## src/rtl/multi_rate_tick_gen.sv

```systemverilog
// multi_rate_tick_gen: phase-accumulator rate ticks, sideband tick and generation-switch reset sequencing
module multi_rate_tick_gen #(
    parameter int NUM_CH = 4,
    parameter int ACC_W = 32,
    parameter int SB_DIV = 80000,
    parameter int RST_HOLD = 3,
    parameter logic [ACC_W-1:0] INC_LANE_G2 = ACC_W'(1) << (ACC_W - 3),
    parameter logic [ACC_W-1:0] INC_LANE_G3 = ACC_W'(1) << (ACC_W - 2),
    parameter logic [ACC_W-1:0] INC_LANE_G4 = ACC_W'(1) << (ACC_W - 1),
    parameter logic [ACC_W-1:0] INC_FSM_G2 = ACC_W'((64'd9697 << ACC_W) / 64'd80000),
    parameter logic [ACC_W-1:0] INC_FSM_G3 = ACC_W'((64'd19394 << ACC_W) / 64'd80000),
    parameter logic [ACC_W-1:0] INC_FSM_G4 = ACC_W'((64'd40000 << ACC_W) / 64'd80000)
) (
    input  logic                      local_clk,
    input  logic                      rst,
    input  logic                      en,
    input  logic [1:0]                gen_sel,
    input  logic                      cfg_wr,
    input  logic [$clog2(NUM_CH)-1:0] cfg_idx,
    input  logic [ACC_W-1:0]          cfg_inc,
    output logic [NUM_CH-1:0]         tick_o,
    output logic                      sb_tick,
    output logic                      rst_n_o,
    output logic                      ready
);
    localparam int IDX_W = $clog2(NUM_CH);
    localparam int SB_W = $clog2(SB_DIV);
    localparam int HOLD_W = $clog2(RST_HOLD + 1);
    typedef enum logic {HOLD, RUN} state_t;
    state_t state, state_nx;
    logic [1:0] gen_q, gen_eff;
    logic gen_chg;
    logic [HOLD_W-1:0] hold_cnt, hold_nx;
    logic [SB_W-1:0] sb_cnt;
    logic [ACC_W-1:0] lane_pre, fsm_pre;
    assign gen_eff = (gen_sel == 2'd3) ? 2'd0 : gen_sel;
    assign gen_chg = (gen_sel != gen_q) && (gen_sel != 2'd3);
    assign lane_pre = (gen_eff == 2'd2) ? INC_LANE_G4 : (gen_eff == 2'd1) ? INC_LANE_G3 : INC_LANE_G2;
    assign fsm_pre = (gen_eff == 2'd2) ? INC_FSM_G4 : (gen_eff == 2'd1) ? INC_FSM_G3 : INC_FSM_G2;
    for (genvar c = 0; c < NUM_CH; c++) begin : g_ch
        logic [ACC_W-1:0] inc, acc;
        logic [ACC_W:0] sum;
        logic tick, wr;
        assign sum = {1'b0, acc} + {1'b0, inc};
        assign wr = cfg_wr && (cfg_idx == IDX_W'(c));
        assign tick_o[c] = tick;
        // generation presets beat a config write; carry out of the accumulator is the tick
        always_ff @(posedge local_clk) begin
            if (rst) begin
                inc <= (c == 0) ? lane_pre : (c == 1) ? fsm_pre : '0;
                acc <= '0;
                tick <= 1'b0;
            end else if (gen_chg && c < 2) begin
                inc <= (c == 0) ? lane_pre : fsm_pre;
                acc <= '0;
                tick <= 1'b0;
            end else if (wr) begin
                inc <= cfg_inc;
                acc <= '0;
                tick <= 1'b0;
            end else if (en) begin
                acc <= sum[ACC_W-1:0];
                tick <= sum[ACC_W];
            end else begin
                tick <= 1'b0;
            end
        end
    end
    // sideband divider, pulses on the wrap edge and freezes while disabled
    always_ff @(posedge local_clk) begin
        if (rst) begin
            sb_cnt <= '0;
            sb_tick <= 1'b0;
        end else if (en) begin
            sb_tick <= (sb_cnt == SB_W'(SB_DIV - 1));
            sb_cnt <= (sb_cnt == SB_W'(SB_DIV - 1)) ? '0 : sb_cnt + 1'b1;
        end else begin
            sb_tick <= 1'b0;
        end
    end
    // next state: a generation change restarts the hold, sideband ticks count it down
    always_comb begin
        state_nx = state;
        hold_nx = hold_cnt;
        if (gen_chg) begin
            state_nx = HOLD;
            hold_nx = '0;
        end else if (state == HOLD && en && sb_tick) begin
            hold_nx = hold_cnt + 1'b1;
            state_nx = (hold_cnt == HOLD_W'(RST_HOLD - 1)) ? RUN : HOLD;
        end
    end
    // state register with registered downstream reset and ready
    always_ff @(posedge local_clk) begin
        if (rst) begin
            state <= HOLD;
            hold_cnt <= '0;
            rst_n_o <= 1'b0;
            ready <= 1'b0;
            gen_q <= gen_sel;
        end else begin
            state <= state_nx;
            hold_cnt <= hold_nx;
            rst_n_o <= (state_nx == RUN);
            ready <= (state_nx == RUN);
            gen_q <= gen_sel;
        end
    end
endmodule

```

## config.mk

```make
export PLATFORM = sky130hd
export DESIGN_NAME = multi_rate_tick_gen
export DESIGN_NICKNAME = d
export VERILOG_FILES = /design/src/rtl/multi_rate_tick_gen.sv
export SDC_FILE = /design/constraint.sdc
export NUM_CORES = 1
export LEC_CHECK = 0
export CAP_MARGIN = 20
export CORE_MARGIN = 3
export CORE_UTILIZATION = 25
export DETAILED_ROUTE_END_ITERATION = 12
export SKIP_CTS_REPAIR_TIMING = 1
export SYNTH_ARGS = -nofsm -noshare
export SYNTH_HDL_FRONTEND = slang
export SYNTH_SLANG_ARGS = --single-unit
```

## constraint.sdc

```tcl
create_clock -name local_clk -period 3.1 [get_ports local_clk]
set_input_delay 0.31 -clock local_clk [delete_from_list [all_inputs] [get_ports local_clk]]
set_output_delay 0.31 -clock local_clk [all_outputs]
set_load 0.01 [all_outputs]
```

==> results.py <==
metrics = {
    "drt": {
        "ant_nets": 0,
        "via_per_inst": 4.94,
        "wirelength_um": 44900,
        "firstDrtPassIters": 5,
        "wl_per_cell_um": 15.8,
        "drc": 0,
        "vias": 14100,
        "dr.first_iter.drc_count": 758,
    },
    "grt": {
        "grt_pass1_vias": 13800,
        "grt-ovfl-total": 0,
        "track_usage_pct": 12.7,
        "grt_start_max_net_pins": 35,
        "grt_pass1_wl_um": 72300,
        "grt_antenna_before_repair": 1,
    },
    "critical_path": {
        "path_class": "register to register",
        "arrival_ns": 3.35,
        "reg2regPathDepth": 12,
        "crit_path_end_kind": "register",
        "worst_path_largest_cell_delay_ns": 0.41,
        "worst-path-max-fanout": 3,
        "cp_slowest_cell": "fa_1",
        "crit_chain": "ha_1, fa_1, a211oi_2, o21ai_1, a221o_1, o31ai_4, buf_4, nand2b_1, a21oi_2, o221ai_1, xnor2_1, o21ai_1",
        "r2r-end": "g_ch[1].acc[26]$_SDFFE_PP0P_",
        "r2r_setup_slack_ns": 0.17,
        "required_ns": 3.52,
        "cpMostUsedCell": "o21ai_1",
        "worstSetupStartpointType": "register",
        "rr_startpoint": "g_ch[1].inc[0]$_DFFE_PP_",
    },
    "clock_tree": {
        "tritoncts": "done",
        "cts_max_level": 2,
        "cts_buffer_depth": 3,
        "clk_latency_ns": 0.54,
        "clkSinkCount": 283,
        "path_clk_slew_ns": 0.06,
        "cts-buffers-inserted": 34,
        "cts_root_buf": "clkbuf_16",
    },
    "pwr": {
        "switchingPower_mw": 2.55,
        "pwr-share-comb_pct": 13.8,
        "power_mw": 9.61,
        "vdd.ir_drop.worst_mv": 0.362,
        "sw_frac_of_total_pct": 26.5,
        "seqPwrFrac_pct": 42.5,
        "power_density_mw_per_mm2": 498,
        "clockPowerShare_pct": 43.7,
        "p_int_mw": 7.06,
        "power.leakage_nw": 8.03,
    },
    "logic_synthesis": {
        "synthesis.nets": 2098,
        "synthFlopType": "dfxtp_1",
        "synth_warnings": 0,
        "synth.top_cells.by_area": "dfxtp_1 27%, edfxtp_1 12%, ha_1 10%",
        "ys_seq_area_share_pct": 38.1,
        "synthArstFlopShare_pct": 0,
        "syn_area_per_cell_um2": 8.61,
        "yosys_register_bits": 283,
        "syn-instance-count": 1921,
        "syn_area_mm2": 0.0165,
        "yosys.area.top_type": "dfxtp_1",
        "synth_top_area_share_pct": 26.5,
        "synth_cell_types": 83,
        "synth_edf_count": 64,
    },
    "final_layout": {
        "utilization_pct": 29.7,
        "areaGrowthSynthToFinish_pct": 16.6,
        "drive_gt1_share_pct": 7.04,
        "fin_cells": 2845,
        "num-nets-final": 2140,
        "fin_area_mm2": 0.0193,
    },
    "sta": {
        "finalSetupTns_ns": 0,
        "finalHoldViolCount": 0,
        "rsz0062_at_grt": "false",
        "holdWs_ns": 0.166,
        "fin_ws_ns": 0.171,
        "timing.final.crit_period_ns": 2.93,
        "worst_pin_slew_ns": 0.769,
        "fmax_mhz": 341,
        "clock_skew_ns": 0.0109,
        "relSlewSlack_pct": 48.5,
        "period_share_pct": 94.5,
        "maxSlewViolCount": 0,
        "setup_viol": 0,
    },
    "floorplanning": {
        "dieArea_mm2": 0.0693,
        "std_cell_rows": 93,
        "core_area_mm2": 0.0649,
        "die_h_um": 263,
        "start_util_pct": 25.5,
        "die_w_um": 263,
        "num_io_pins": 47,
    },
    "outcome": {
        "status": "finished clean",
    },
    "placement": {
        "place_area_mm2": 0.0180,
        "port_buffers": 46,
        "dp_hpwl_um": 32800,
        "placed_cells": 2780,
        "gp_congestion": 0.942,
        "place_ws_ns": -0.0770,
    },
    "min_path": {
        "hp-start": "en",
        "holdPathEnd": "g_ch[2].acc[2]$_SDFFE_PP0P_",
        "hold_class": "input pin to register",
        "hold_depth": 3,
    },
    "run": {
        "max_cap_violations": 0,
    },
}
[cell type report]
class	instances	area (µm²)
multi-input combinational	1501	9740
tap	855	1070
sequential	283	6310
clock buffer	48	1030
inverter	54	203
fill	6870	45600
clock inverter	14	158
timing repair buffer	89	779
antenna	1	2.50
[cells in the mapped netlist, types with 10 or more instances]
cell type and n:
a211o_1 10, mux2i_1 62, nor3_1 17, nand2b_1 15, o21ai_0 71, and2_1 24
xor2_1 48, nand2_1 287, o31ai_1 11, nor2_1 181, inv_1 52, o21ai_1 26
a21oi_1 199, clkbuf_1 71, ha_1 133, nor2b_1 10, a211oi_1 23, dfxtp_1 219
o21a_1 25, o21bai_1 22, and3_1 20, nand3_1 39, edfxtp_1 64, nand4_1 26
xnor2_1 69, a31oi_1 22, a21o_1 52
[power groups by stage]
stage / Sequential (mW) / Combinational, mW / Clock (mW)
2_1_floorplan: 4.12 / 0.943 / 0
3_3_place_gp: 4.16 / 1.27 / 0
3_5_place_dp: 4.16 / 1.30 / 0
4_1_cts: 4.08 / 1.31 / 4.32
5_1_grt: 4.10 / 1.47 / 4.46
6_report: 4.08 / 1.33 / 4.20
[critical path: cells and delay by family, from the launching register on]
| kind | cells | cell delay [ns] |
|---|---|---|
| flops | 1 | 0.37 |
| simple gates | 1 | 0.08 |
| xor+xnor | 1 | 0.18 |
| fa+ha+maj | 2 | 0.65 |
| compound gates | 7 | 1.40 |
| buf+inv | 1 | 0.15 |
[how the worst max path moves through the flow]
| stage | startpoint | slack, ns | endpoint |
|---|---|---|---|
| 6_report | g_ch[1].inc[0]$_DFFE_PP_ | 0.17 | g_ch[1].acc[26]$_SDFFE_PP0P_ |
| 4_1_cts | g_ch[1].inc[0]$_DFFE_PP_ | -0.08 | g_ch[1].acc[26]$_SDFFE_PP0P_ |
| 3_3_place_gp | g_ch[1].inc[0]$_DFFE_PP_ | -0.05 | g_ch[1].acc[26]$_SDFFE_PP0P_ |
| 2_1_floorplan | g_ch[2].inc[0]$_SDFFE_PP0P_ | 0.20 | g_ch[2].tick$_SDFF_PP0_ |
| 3_5_place_dp | g_ch[1].inc[0]$_DFFE_PP_ | -0.08 | g_ch[1].acc[26]$_SDFFE_PP0P_ |
| 5_1_grt | g_ch[1].inc[1]$_DFFE_PP_ | 0.009 | g_ch[1].acc[31]$_SDFFE_PP0P_ |
[cell usage in the layout (no fill, tap or decap), types with 9 or more instances in the layout]
master           instances
clkdlybuf4s50_1         44
o21bai_1                22
a21oi_1                197
nor2_1                 178
nand2_1                287
a211oi_1                20
nand4_1                 26
dfxtp_1                219
o21a_1                  25
a31oi_1                 21
mux2i_1                 62
ha_1                   133
nand3_1                 39
nor2b_1                 10
o21ai_0                 71
a211o_1                 10
edfxtp_1                64
o21ai_1                 26
and3_1                  20
xor2_1                  48
clkbuf_16               37
inv_1                   52
xnor2_1                 69
a21o_1                  52
buf_4                   43
nand2b_1                15
and2_1                  24
nor3_1                  17
o211ai_1                 9
[flip-flops by register name, indices dropped and copies added (netlist names)]
register / count
sb_cnt: 17
hold_cnt: 2
g_ch.inc: 128
gen_q: 2
state: 1
sb_tick: 1
g_ch.acc: 128
g_ch.tick: 4
[cells by family after synthesis]
group	share of synthesized area [%]
compound gates	20.6
xor+xnor	6.19
buf+inv	3.51
mux	3.82
flops	38.1
simple gates	17.2
fa+ha+maj	10.5
[metal layers]
layer  global-route usage [%]  share of wire, %
met5                        0                 0
met4                     4.17               2.8
met3                     2.08               5.1
met2                     21.4                47
met1                     16.4                45
No activity file was read; power rests on OpenSTA's default activity.
